--- config.mk ---
export PLATFORM = sky130hd
export DESIGN_NAME = regfile_access_arbiter
export DESIGN_NICKNAME = d
export VERILOG_FILES = /design/src/rtl/regfile_access_arbiter.sv
export SDC_FILE = /design/constraint.sdc
export NUM_CORES = 1
export LEC_CHECK = 0
export ABC_AREA = 1
export CAP_MARGIN = 20
export CORE_MARGIN = 2
export CORE_UTILIZATION = 34
export CTS_CLUSTER_DIAMETER = 120
export DETAILED_ROUTE_END_ITERATION = 7
export HOLD_SLACK_MARGIN = 0.02
export PLACE_DENSITY = 0.75
export SYNTH_ARGS = -nofsm -noshare
export SYNTH_HDL_FRONTEND = slang
export SYNTH_SLANG_ARGS = --single-unit
--- constraint.sdc ---
create_clock -name clk -period 1.9 [get_ports clk]
set_input_delay 0.285 -clock clk [delete_from_list [all_inputs] [get_ports clk]]
set_output_delay 0.285 -clock clk [all_outputs]
set_load 0.01 [all_outputs]
--- src/rtl/regfile_access_arbiter.sv ---
// Round-robin arbiter sharing a single-port register file between requesters A and B,
// with per-requester locking for read-modify-write sequences and a bounded lock hold time.
module regfile_access_arbiter #(
  parameter int DATA_W   = 32,
  parameter int ADDR_W   = 6,
  parameter int LOCK_MAX = 8
) (
  input  logic              clk,
  input  logic              rst_n,
  input  logic              a_valid,
  output logic              a_ready,
  input  logic              a_we,
  input  logic              a_lock,
  input  logic [ADDR_W-1:0] a_addr,
  input  logic [DATA_W-1:0] a_wdata,
  output logic              a_rsp_valid,
  input  logic              b_valid,
  output logic              b_ready,
  input  logic              b_we,
  input  logic              b_lock,
  input  logic [ADDR_W-1:0] b_addr,
  input  logic [DATA_W-1:0] b_wdata,
  output logic              b_rsp_valid,
  output logic [DATA_W-1:0] rsp_data,
  output logic              rf_we,
  output logic [ADDR_W-1:0] rf_addr,
  output logic [DATA_W-1:0] rf_wdata,
  input  logic [DATA_W-1:0] rf_rdata
);

  localparam int CNT_W = (LOCK_MAX > 1) ? $clog2(LOCK_MAX) : 1;
  localparam logic [CNT_W-1:0] CNT_LAST = CNT_W'(LOCK_MAX - 1);

  typedef enum logic [1:0] {
    ST_ARB    = 2'd0,
    ST_LOCK_A = 2'd1,
    ST_LOCK_B = 2'd2
  } state_t;

  state_t            state_r, state_nxt_s;
  logic              prio_r, prio_nxt_s;      // 1'b0 favours A, 1'b1 favours B
  logic [CNT_W-1:0]  cnt_r, cnt_nxt_s;
  logic              grant_a_s, grant_b_s;
  logic              a_rsp_valid_r, b_rsp_valid_r;
  logic [DATA_W-1:0] rsp_data_r;

  // Grant selection: lock owner only, otherwise sole requester or round-robin winner
  always_comb begin
    grant_a_s = 1'b0;
    grant_b_s = 1'b0;
    case (state_r)
      ST_ARB: begin
        if (a_valid && b_valid) begin
          if (prio_r) begin
            grant_b_s = 1'b1;
          end else begin
            grant_a_s = 1'b1;
          end
        end else begin
          grant_a_s = a_valid;
          grant_b_s = b_valid;
        end
      end
      ST_LOCK_A: grant_a_s = a_valid;
      ST_LOCK_B: grant_b_s = b_valid;
      default: begin
        grant_a_s = 1'b0;
        grant_b_s = 1'b0;
      end
    endcase
  end

  // Next state, priority and lock hold counter
  always_comb begin
    state_nxt_s = state_r;
    prio_nxt_s  = prio_r;
    cnt_nxt_s   = cnt_r;
    case (state_r)
      ST_ARB: begin
        cnt_nxt_s = {CNT_W{1'b0}};
        if (grant_a_s) begin
          if (a_lock) begin
            state_nxt_s = ST_LOCK_A;
          end else begin
            prio_nxt_s = 1'b1;
          end
        end else if (grant_b_s) begin
          if (b_lock) begin
            state_nxt_s = ST_LOCK_B;
          end else begin
            prio_nxt_s = 1'b0;
          end
        end else begin
          state_nxt_s = ST_ARB;
        end
      end
      ST_LOCK_A: begin
        cnt_nxt_s = cnt_r + {{(CNT_W-1){1'b0}}, 1'b1};
        // Timeout releases even when the owner re-locks in the final cycle
        if ((grant_a_s && !a_lock) || (cnt_r == CNT_LAST)) begin
          state_nxt_s = ST_ARB;
          prio_nxt_s  = 1'b1;
          cnt_nxt_s   = {CNT_W{1'b0}};
        end else begin
          state_nxt_s = ST_LOCK_A;
        end
      end
      ST_LOCK_B: begin
        cnt_nxt_s = cnt_r + {{(CNT_W-1){1'b0}}, 1'b1};
        if ((grant_b_s && !b_lock) || (cnt_r == CNT_LAST)) begin
          state_nxt_s = ST_ARB;
          prio_nxt_s  = 1'b0;
          cnt_nxt_s   = {CNT_W{1'b0}};
        end else begin
          state_nxt_s = ST_LOCK_B;
        end
      end
      default: begin
        state_nxt_s = ST_ARB;
        prio_nxt_s  = 1'b0;
        cnt_nxt_s   = {CNT_W{1'b0}};
      end
    endcase
  end

  // Register-file port mux driven by the granted requester
  always_comb begin
    if (grant_a_s) begin
      rf_we    = a_we;
      rf_addr  = a_addr;
      rf_wdata = a_wdata;
    end else if (grant_b_s) begin
      rf_we    = b_we;
      rf_addr  = b_addr;
      rf_wdata = b_wdata;
    end else begin
      rf_we    = 1'b0;
      rf_addr  = {ADDR_W{1'b0}};
      rf_wdata = {DATA_W{1'b0}};
    end
  end

  // Arbitration state registers
  always_ff @(posedge clk or negedge rst_n) begin
    if (!rst_n) begin
      state_r <= ST_ARB;
      prio_r  <= 1'b0;
      cnt_r   <= {CNT_W{1'b0}};
    end else begin
      state_r <= state_nxt_s;
      prio_r  <= prio_nxt_s;
      cnt_r   <= cnt_nxt_s;
    end
  end

  // Response capture: write data echoes back, reads sample the file before its write edge
  always_ff @(posedge clk or negedge rst_n) begin
    if (!rst_n) begin
      a_rsp_valid_r <= 1'b0;
      b_rsp_valid_r <= 1'b0;
      rsp_data_r    <= {DATA_W{1'b0}};
    end else begin
      a_rsp_valid_r <= grant_a_s;
      b_rsp_valid_r <= grant_b_s;
      if (grant_a_s) begin
        rsp_data_r <= a_we ? a_wdata : rf_rdata;
      end else if (grant_b_s) begin
        rsp_data_r <= b_we ? b_wdata : rf_rdata;
      end else begin
        rsp_data_r <= rsp_data_r;
      end
    end
  end

  assign a_ready     = grant_a_s;
  assign b_ready     = grant_b_s;
  assign a_rsp_valid = a_rsp_valid_r;
  assign b_rsp_valid = b_rsp_valid_r;
  assign rsp_data    = rsp_data_r;

endmodule

# Word-level counts from Yosys, hierarchy flattened

Index checks and enable logic that the tools add are counted.

Register bits: 40
Output and inout port bits: 75
Word-level logic and storage cells: 61

Add/sub/neg operators: 1
Equal/unequal tests: 10
Multiplexer cells: 33
Reductions and logical operators: 11

Operator list:

| cell                  | count |
|---|---|
| $mux W32              | 6 |
| $mux W1               | 13 |
| $mux W6               | 2 |
| $ne A3 B3 Y1 const B  | 4 |
| $mux W2               | 5 |
| $mux W3               | 2 |
| $pmux W2 S3           | 1 |
| $pmux W3 S2           | 1 |
| $reduce_and A5 Y1     | 1 |
| $ne A2 B2 Y1 const B  | 2 |
| $ne A4 B4 Y1 const B  | 1 |
| $pmux W1 S2           | 2 |
| $add A3 B1 Y3 const B | 1 |
| $eq A3 B3 Y1 const B  | 1 |
| $logic_and A1 B1 Y1   | 3 |
| $pmux W1 S3           | 1 |
| $eq A2 B1 Y1 const B  | 1 |
| $eq A2 B2 Y1 const B  | 1 |
| $logic_not A1 Y1      | 2 |
| $logic_not A2 Y1      | 1 |
| $logic_or A1 B1 Y1    | 2 |
| $reduce_and A2 Y1     | 1 |
| $reduce_bool A2 Y1    | 1 |

# Depth between registers and ports, before layout

Gate-level depths: netlist (run 1).

Depth after elaboration: 7
Mapped depth: 13

# Worst setup path after synthesis (run 1)

OpenSTA, ideal clock, no wires.

Kind: reg-to-output
Start: register state_r[0]
End: output port rf_wdata[0]
Data arrival time: 1.560 ns
Data required time: 1.615 ns
Slack: 0.055 ns
Stages on the path, launching flop included: 10
Buffers on the path: 2
Cells stage by stage: dfrtp_1 > inv_1 > ha_1 > nor2_1 > nor2_2 > nand2_2 > inv_2 > buf_6 > buf_6 > a22o_1

Word-level cells in the longest chain between the ends: 4

Ends and longest elaborated chain:

| what                                             | line | text |
|---|---|---|
| start: declaration                               | 40   | `state_t state_r, state_nxt_s;` |
| start signal: assignment                         | 150  | `state_r <= state_nxt_s;` |
| $eq A2 B2 Y1 or $logic_not A2 Y1 (tied branches) | 51   | `case (state_r)` |
| $pmux W1 S2                                      | 51   |  |
| $mux W32                                         | 132  | `end else if (grant_b_s) begin` |
| $mux W32 *                                       | 128  | `if (grant_a_s) begin` |
| end: declaration                                 | 27   | `output logic [DATA_W-1:0] rf_wdata,` |

Mark *: on every way between the ends. The rest lies on a longest branch, timed or not.

# Worst setup path after layout (run 1)

Start: register state_r[0]
End: output port rf_wdata[6]

Same word-level chain as after synthesis.

==> impl_metrics.csv, run 1 <==
group,metric,value,unit
cts,numCtsBuffers,5,
placed_design,gp_congestion,0.8638,
power,peakVddDrop,0.8207,mV
logic_synthesis,synth_cell_types,20,
logic_synthesis,yosys-top-cells-area,"dfrtp_1 (32%), nand2_1 (23%), a22o_1 (11%), o21ai_0 (11%), nand3_1 (5.8%)",
cts,cts-root-buf,"clkbuf_8",
sta,finalSetupViolCount,54,
logic_synthesis,synth_seq_cells,40,
cts,htreeDepth,2,
logic_synthesis,syn_area,0.003105,mm^2
sta,clock.fmax,425.7,MHz
route,vias,4060,
route,drt_wl_total,13040,um
die,dieArea,0.009914,mm^2
route,wl_met2,7039,um
sta,fin_skew,0.004047,ns
logic_synthesis,yosysWarnings,0,
route,wl_met1,4998,um
placed_design,place_area,0.005201,mm^2
critical_path,start_kind,"flop",
critical_path,cp_max_fo,10,
final_layout,drive_gt1_share,19.22,%
placed_design,port_buffers,190,
logic_synthesis,synth_nets,597,
critical_path,critical_path_class,"flop to primary output",
sta,rsz0062_at_grt,"true",
global_routing,grt_max_degree,65,
placed_design,place_hpwl,9075,um
route,viasPerCell,5.069,
critical_path,reg2reg_from,"state_r[0]",
final_layout,instances_no_fill,801,
global_routing,grt_overflow_total,0,
global_routing,grtUsageTotal,24.84,%
logic_synthesis,yosysTopAreaCellShare,32.23,%
critical_path,required,1.62,ns
cts,cts_sinks,40,
sta,post-route-period-util,123.6,%
critical_path,r2r_slack,-0.39,ns
final_layout,nNetsFinal,815,
outcome,status,"finished with violations",
die,rows,34,
cts,tritoncts,"yes",
logic_synthesis,syn_inst,473,
sta,hold_viol,0,
flow_run,cap_violations,0,
global_routing,grt_pass1_vias,4051,
die,initial_core_util,35.27,%
critical_path,endpoint,"rf_wdata[6]",
placed_design,placed_cells,767,
power,p_leak,2.765,nW
global_routing,grt_pass1_wl,19710,um
route,postRouteAntennaNets,0,
sta,fin_ws,-0.4491,ns
die,die_h,99.57,um
critical_path,worstSetupStartpoint,"state_r[0]",
logic_synthesis,synth_area_per_cell,6.565,um^2
route,wl_per_cell,16.28,um
hold_path,whs_path_depth,1,
sta,worstMarginPinSlew,0.5884,ns
die,ios,191,
logic_synthesis,synth_top_area_cell,"dfrtp_1",
route,highest_layer,"met4",
sta,drv_slew,0,
final_layout,fin_area,0.005670,mm^2
route,wl_met3,695,um
global_routing,antenna_found_initial,1,
critical_path,cp-end-kind,"primary output",
sta,fin_crit,2.349,ns
critical_path,rr_endpoint,"prio_r",
sta,relSlewSlack,60.77,%
die,chipWidth,99.57,um
route,drc,0,
placed_design,pre_cts_ws,-0.6635,ns
critical_path,cp.arrival,2.06,ns
outcome,violations,"negative setup slack",
cts,clockBufferDepth,2,
logic_synthesis,synth-seq-area-share,32.23,%
power,powerDensity,1263,mW/mm^2
cts,clkLatencyLatePin,0.30,ns
cts,path_clk_slew,0.08,ns
die,core_area,0.008806,mm^2
final_layout,syn2layout_area_growth,82.59,%
hold_path,hp-class,"flop to flop",
critical_path,rr_worst_depth,17,
route,drt_pass1_iterations,4,
route,drtIter0Drc,170,
sta,hold_slack,0.4514,ns
[through the flow]
stage	utilization [%]	setup TNS, ns	power (mW)
final	64.39	-19.76	7.159
after global routing	64.39	-23.63	7.605
after floorplan	-	0	3.456
after detailed placement	59.07	-24.96	5.674
after CTS	61.99	-15.22	6.659
after global placement	59.07	-23.15	5.576
[placed cells by master, fill, tap and decap left out, types with 7 or more instances in the layout]
cell / n
nand2_1: 180
clkdlybuf4s50_1: 146
o21ai_0: 66
inv_1: 43
buf_2: 41
a22o_1: 39
dfrtp_1: 39
nand3_1: 34
buf_4: 30
nand2_2: 7
buf_6: 7
buf_12: 7
[cells by family after synthesis]
family          count (synthesis)  share of synthesized area (%)
simple gates                  236                          30.46
compound gates                108                          22.16
buf+inv                        81                          11.93
flops                          40                          32.23
fa+ha+maj                       8                          3.223
[area by class of cell]
cell class                 count  area (um^2)
antenna                        1        2.502
clock buffer                   5        68.82
clock inverter                 3        46.29
fill                         773         3136
inverter                      49        198.9
multi-input combinational    352         1847
sequential                    40         1002
tap                          108        135.1
timing repair buffer         243         2370
[worst min-delay path by stage]
stage                     startpoint  slack, ns     endpoint
after floorplan                rst_n      -0.01  a_rsp_valid
after global placement         rst_n       0.27       prio_r
after detailed placement       rst_n       0.27       prio_r
after CTS                   cnt_r[0]       0.45     cnt_r[0]
after global routing        cnt_r[0]       0.48     cnt_r[0]
final                       cnt_r[0]       0.45     cnt_r[0]
[synth_stat cells, drive strengths merged]
master,number
nand4,1
o22ai,1
o21ai,66
inv,49
nand3,36
dfrtp,40
a21oi,2
ha,8
a22o,39
clkbuf,9
nand2,188
buf,23
nor2,11
[state kept, by name, summed over array words and instances, names as in the netlist]
signal / flops
prio_r: 1
b_rsp_valid: 1
a_rsp_valid: 1
rsp_data: 32
cnt_r: 3
state_r: 2
[what timing repair did]
action                                  in CTS  in global routing
buffers inserted                            14                  4
pin swaps                                    7                  8
hold buffers                                 1                  0
endpoints found under the hold margin       19                  0
gates cloned                                 3                  5
resized for setup                          200                 27
endpoints found under the setup margin      54                 79
[where the power goes]
group	leakage [nW]	switching [mW]	total, mW	internal, mW
sequential	0.505	0.210	1.44	1.23
clock	0.0548	0.335	0.731	0.396
combinational	2.20	2.34	4.99	2.65
[metal layers]
layer  track usage, %  vias up
met1            27.54     1929
met3            4.498       20
met2            47.97      136
li1                 -     1975
met4            7.060        0
met5                0        -
[critical path, cell delays in order, from the launching register on]
cell and delay, ns:
dfrtp_2 0.45, buf_4 0.15, ha_4 0.16, nor2_4 0.10, nor2_2 0.06, nand2_2 0.10, inv_4 0.06, buf_8 0.15
buf_12 0.15, a22o_1 0.24, buf_2 0.14
Power figures use the tool's default switching activity.
==> inputs of run 2 (changes only) <==
CORE_MARGIN = 3   (was 2)
==> impl_metrics.csv, run 2 (synthesized netlist as in run 1, its figures left out) <==
group,metric,value,unit
critical_path,cp-end-kind,"primary output",
route,postRouteAntennaNets,0,
die,ios,191,
outcome,status,"finished with violations",
cts,path_clk_slew,0.08,ns
global_routing,grt_pass1_vias,3996,
final_layout,fillers,776,
cts,numCtsBuffers,5,
sta,relSlewSlack,61.19,%
hold_path,hold_end,"cnt_r[0]",
die,dieArea,0.01032,mm^2
final_layout,nNetsFinal,812,
hold_path,hp-start,"cnt_r[0]",
final_layout,syn2layout_area_growth,85.21,%
global_routing,grt_pass1_wl,19610,um
placed_design,port_buffers,190,
critical_path,r2r_slack,0.02,ns
route,viasPerCell,5.124,
sta,fin_ws,-0.4373,ns
global_routing,grt_use_met2,46.43,%
power,powerDensity,1279,mW/mm^2
global_routing,grt_overflow_total,0,
cts,tritoncts,"yes",
sta,finalSetupTns,-15.18,ns
sta,drv_slew,0,
route,drc,0,
global_routing,antenna_found_initial,0,
power,peakVddDrop,0.7566,mV
critical_path,rr_endpoint,"rsp_data[5]",
global_routing,use_met3,4.752,%
final_layout,multiInputGateArea,0.001926,mm^2
route,drt_wl_total,13160,um
final_layout,regArea,0.001002,mm^2
global_routing,grt_use_met1,26.49,%
placed_design,place_hpwl,9142,um
cts,cts-root-buf,"clkbuf_8",
die,chipWidth,101.6,um
die,core_area,0.008806,mm^2
sta,rsz0062_at_grt,"true",
cts,clockBufferDepth,2,
final_layout,largest_reg_flops,32,
critical_path,start_kind,"flop",
sta,fin_crit,2.337,ns
flow_run,cap_violations,0,
sta,finalSetupViolCount,40,
outcome,violations,"negative setup slack",
critical_path,rr_worst_depth,14,
sta,worstMarginPinSlew,0.5821,ns
route,wl_per_cell,16.51,um
final_layout,layout_commonest_cell,"nand2_1",
global_routing,grt_most_used_layer,"met2",
route,vias,4084,
route,drt_pass1_iterations,4,
sta,fin_skew,0.007004,ns
cts,cts_sinks,40,
critical_path,required,1.62,ns
power,p_leak,2.832,nW
critical_path,reg2reg_from,"state_r[0]",
global_routing,grtUsageTotal,23.90,%
die,rows,34,
final_layout,antenna_cells,0,
route,drtIter0Drc,146,
cts,htreeDepth,2,
critical_path,cp_max_fo,5,
final_layout,drive_gt1_share,21.19,%
placed_design,pre_cts_ws,-0.5975,ns
die,initial_core_util,35.27,%
hold_path,hp-class,"flop to flop",
critical_path,critical_path_class,"flop to primary output",
die,die_h,101.6,um
sta,clock.fmax,427.8,MHz
cts,clkLatencyLatePin,0.30,ns
hold_path,whs_path_depth,1,
global_routing,grt_max_degree,65,
sta,hold_viol,0,
placed_design,gp_congestion,0.8675,
critical_path,cp.arrival,2.05,ns
sta,post-route-period-util,123.0,%
final_layout,layout_common_cells,"nand2_1 (164), clkdlybuf4s50_1 (146), o21ai_0 (66)",
run 2: changes by cell type in the layout (fill, tap and decap cells not counted), sizes merged:
cell           before  now
inv                50   49
diode               1    0
buf                90   88
clkdlybuf4s15       1    0
clkinvlp            1    0
clkinv              0    1
dlymetal6s2s        0    1
run 2: worst max-delay path: stages, from the launching register on:
cell and delay (ns):
dfrtp_2 0.47, buf_6 0.14, ha_4 0.16, inv_4 0.05
nand2_4 0.06, nand2_4 0.07, inv_4 0.04, buf_12 0.13
buf_12 0.14, buf_12 0.13, a22o_1 0.23, buf_2 0.14
run 2: layer usage:
layer / routed length, um / share of wire (%) / vias to the layer above
li1: - / - / 1973
met1: 4988 / 38 / 1954
met2: 7177 / 55 / 138
met3: 793 / 6.0 / 19
met4: 197 / 1.5 / 0
met5: 0 / 0 / -
run 2: per-stage QoR:
step           instance area [um^2]  total power [mW]  util [%]  std cells  hold slack [ns]
6_report                       5752             7.355     65.32        797           0.4511
5_1_grt                        5752             7.829     65.32        797           0.4616
4_1_cts                        5570             6.856     63.26        796           0.4526
3_5_place_dp                   5229             5.710     59.38        769           0.2849
3_3_place_gp                   5229             5.621     59.38        769           0.2799
2_1_floorplan                  3105             3.456         -        473         -0.01059
run 2: what timing repair did:
item | in CTS | in global routing
pin swaps | 10 | 27
endpoints found under the hold margin | 20 | 0
cloned | 5 | 5
hold buffers | 1 | 0
gates resized for setup | 203 | 48
buffers inserted | 14 | 3
endpoints found under the setup margin | 41 | 74
run 2: power by group:
group          switching, mW  internal [mW]
Sequential             0.257           1.23
Combinational           2.39           2.73
Clock                  0.319          0.430
run 2: how the worst max path moves through the flow:
stage | start | slack (ns) | endpoint
final | state_r[0] | -0.44 | rf_wdata[23]
after global routing | state_r[0] | -0.52 | rf_wdata[23]
after CTS | state_r[0] | -0.47 | rf_wdata[16]
after detailed placement | a_valid | -0.60 | rf_wdata[6]
after global placement | a_valid | -0.57 | rf_we
after floorplan | state_r[0] | 0.05 | rf_wdata[0]
run 2: layout make-up:
type | instances | share of cell area (%)
flip-flops and latches | 40 | 17.42
inverters | 49 | 3.502
clock inverters | 2 | 0.6744
multi-input cells | 352 | 33.48
clock buffers | 6 | 1.436
well taps | 108 | 2.349
repair buffers | 240 | 41.14
==> inputs of run 3 (changes only) <==
ABC_CLOCK_PERIOD_IN_PS = 1900   (was unset)
MAX_ROUTING_LAYER = met4   (was unset)
PLACE_DENSITY = 0.79   (was 0.75)
==> impl_metrics.csv, run 3 (synthesized netlist as in run 1, its figures left out) <==
group,metric,value,unit
final_layout,fin_area,0.005843,mm^2
die,initial_core_util,35.27,%
placed_design,place_hpwl,8487,um
die,core_area,0.008806,mm^2
final_layout,nNetsFinal,816,
final_layout,layout_commonest_cell,"nand2_1",
route,vias,4124,
critical_path,start_kind,"flop",
placed_design,place_area,0.005234,mm^2
power,power_frac_clock,10.5,%
critical_path,rr_endpoint,"rsp_data[22]",
final_layout,fillers,716,
critical_path,cp_max_fo,5,
sta,hold_viol,0,
global_routing,grt_pass1_vias,3890,
final_layout,largest_reg_flops,32,
sta,fin_skew,0.01011,ns
sta,fin_ws,-0.4623,ns
power,powerDensity,1243,mW/mm^2
power,p_int,4.348,mW
cts,cts_sinks,40,
final_layout,layout_common_cells,"nand2_1 (161), clkdlybuf4s50_1 (146), o21ai_0 (66)",
critical_path,required,1.62,ns
sta,clock.fmax,423.3,MHz
sta,post-route-period-util,124.3,%
sta,rsz0062_at_grt,"true",
global_routing,grt_max_degree,65,
route,drc,0,
cts,tritoncts,"yes",
critical_path,cp-end-kind,"primary output",
cts,cts-root-buf,"clkbuf_8",
cts,htreeDepth,2,
sta,drv_slew,0,
power,peakVddDrop,0.6813,mV
outcome,status,"finished with violations",
power,p_leak,2.900,nW
die,chipWidth,101.6,um
critical_path,cp.arrival,2.08,ns
power,power,7.261,mW
die,die_h,101.6,um
sta,fin_crit,2.362,ns
cts,numCtsBuffers,5,
critical_path,rr_worst_depth,15,
sta,finalSetupViolCount,55,
hold_path,hp-class,"flop to flop",
route,drtIter0Drc,139,
placed_design,gp_congestion,0.8682,
global_routing,grtUsageTotal,22.88,%
sta,worstMarginPinSlew,0.5768,ns
power,p_sw,2.913,mW
cts,path_clk_slew,0.08,ns
die,ios,191,
placed_design,pre_cts_ws,-0.6357,ns
power,p_comb_share,69.8,%
power,power_frac_seq,19.7,%
critical_path,r2r_slack,-0.08,ns
die,dieArea,0.01032,mm^2
final_layout,instances_no_fill,803,
final_layout,syn2layout_area_growth,88.15,%
placed_design,port_buffers,190,
cts,clockBufferDepth,2,
sta,relSlewSlack,61.55,%
route,viasPerCell,5.136,
outcome,violations,"negative setup slack",
route,drt_pass1_iterations,5,
cts,clkLatencyLatePin,0.29,ns
route,drt_wl_total,12370,um
critical_path,critical_path_class,"flop to primary output",
hold_path,whs_path_depth,1,
power,sw_frac_of_total,40.12,%
critical_path,reg2reg_from,"state_r[0]",
global_routing,grt_overflow_total,0,
final_layout,drive_gt1_share,24.10,%
route,wl_per_cell,15.41,um
hold_path,hp-start,"cnt_r[0]",
global_routing,antenna_found_initial,2,
hold_path,hold_end,"cnt_r[0]",
placed_design,placed_cells,768,
die,rows,34,
global_routing,grt_pass1_wl,18510,um
flow_run,cap_violations,0,
route,postRouteAntennaNets,0,
## run 3: worst max path at each step
stage	from	to	slack [ns]	cells after the start
2_1_floorplan	state_r[0]	rf_wdata[0]	0.05	9
3_3_place_gp	a_valid	rf_wdata[1]	-0.57	10
3_5_place_dp	a_valid	rf_wdata[1]	-0.64	10
4_1_cts	state_r[0]	rf_wdata[18]	-0.43	12
5_1_grt	state_r[0]	rf_addr[2]	-0.58	13
6_report	state_r[0]	rf_wdata[15]	-0.46	13
## run 3: metrics by stage
| step | utilization, % | TNS (ns) | hold WS (ns) |
|---|---|---|---|
| 6_report | 66.35 | -16.81 | 0.4450 |
| 5_1_grt | 66.35 | -23.12 | 0.4560 |
| 3_5_place_dp | 59.43 | -23.43 | 0.2981 |
| 3_3_place_gp | 59.43 | -21.93 | 0.2844 |
| 2_1_floorplan | - | 0 | -0.01059 |
| 4_1_cts | 63.30 | -14.96 | 0.4409 |
## run 3: layout make-up
class	instances	area, um^2	area share (%)
timing repair buffer	244	2336	39.98
clock buffer	7	96.34	1.649
clock inverter	1	30.03	0.5139
inverter	49	188.9	3.233
sequential	40	1001	17.13
antenna	2	5.005	0.08565
multi-input combinational	352	2051	35.10
tap	108	135.1	2.313
## run 3: critical path: stages (launching register included)
cell	delay, ns
dfrtp_1	0.43
inv_2	0.13
ha_4	0.19
nand2_4	0.06
inv_2	0.05
nand2_2	0.06
nand2_2	0.07
nand2_2	0.07
nor2_4	0.13
buf_6	0.12
buf_8	0.12
buf_16	0.12
a22o_1	0.11
buf_2	0.12
## run 3: per-layer routing
layer  vias up  share of wire, %  GRT usage [%]
li1       1982                 -              -
met1      1930                38          26.03
met2       192                52          40.24
met3        20               7.4          4.477
met4         0               1.9          7.362
met5         -                 0              -
## run 3: timing repair
item,4_1_cts,5_1_grt
hold endpoints to repair,20,0
endpoints found under the setup margin,41,76
pin swaps,9,21
resized for setup,206,65
gates cloned,4,0
buffers inserted,19,8
hold buffers,1,0
## run 3: power groups by stage
stage,sequential [mW],combinational (mW),clock (mW)
final,1.43,5.07,0.763
after global routing,1.48,5.44,0.821
after CTS,1.43,4.65,0.785
after detailed placement,1.44,4.28,0
after global placement,1.43,4.19,0
after floorplan,1.58,1.87,0
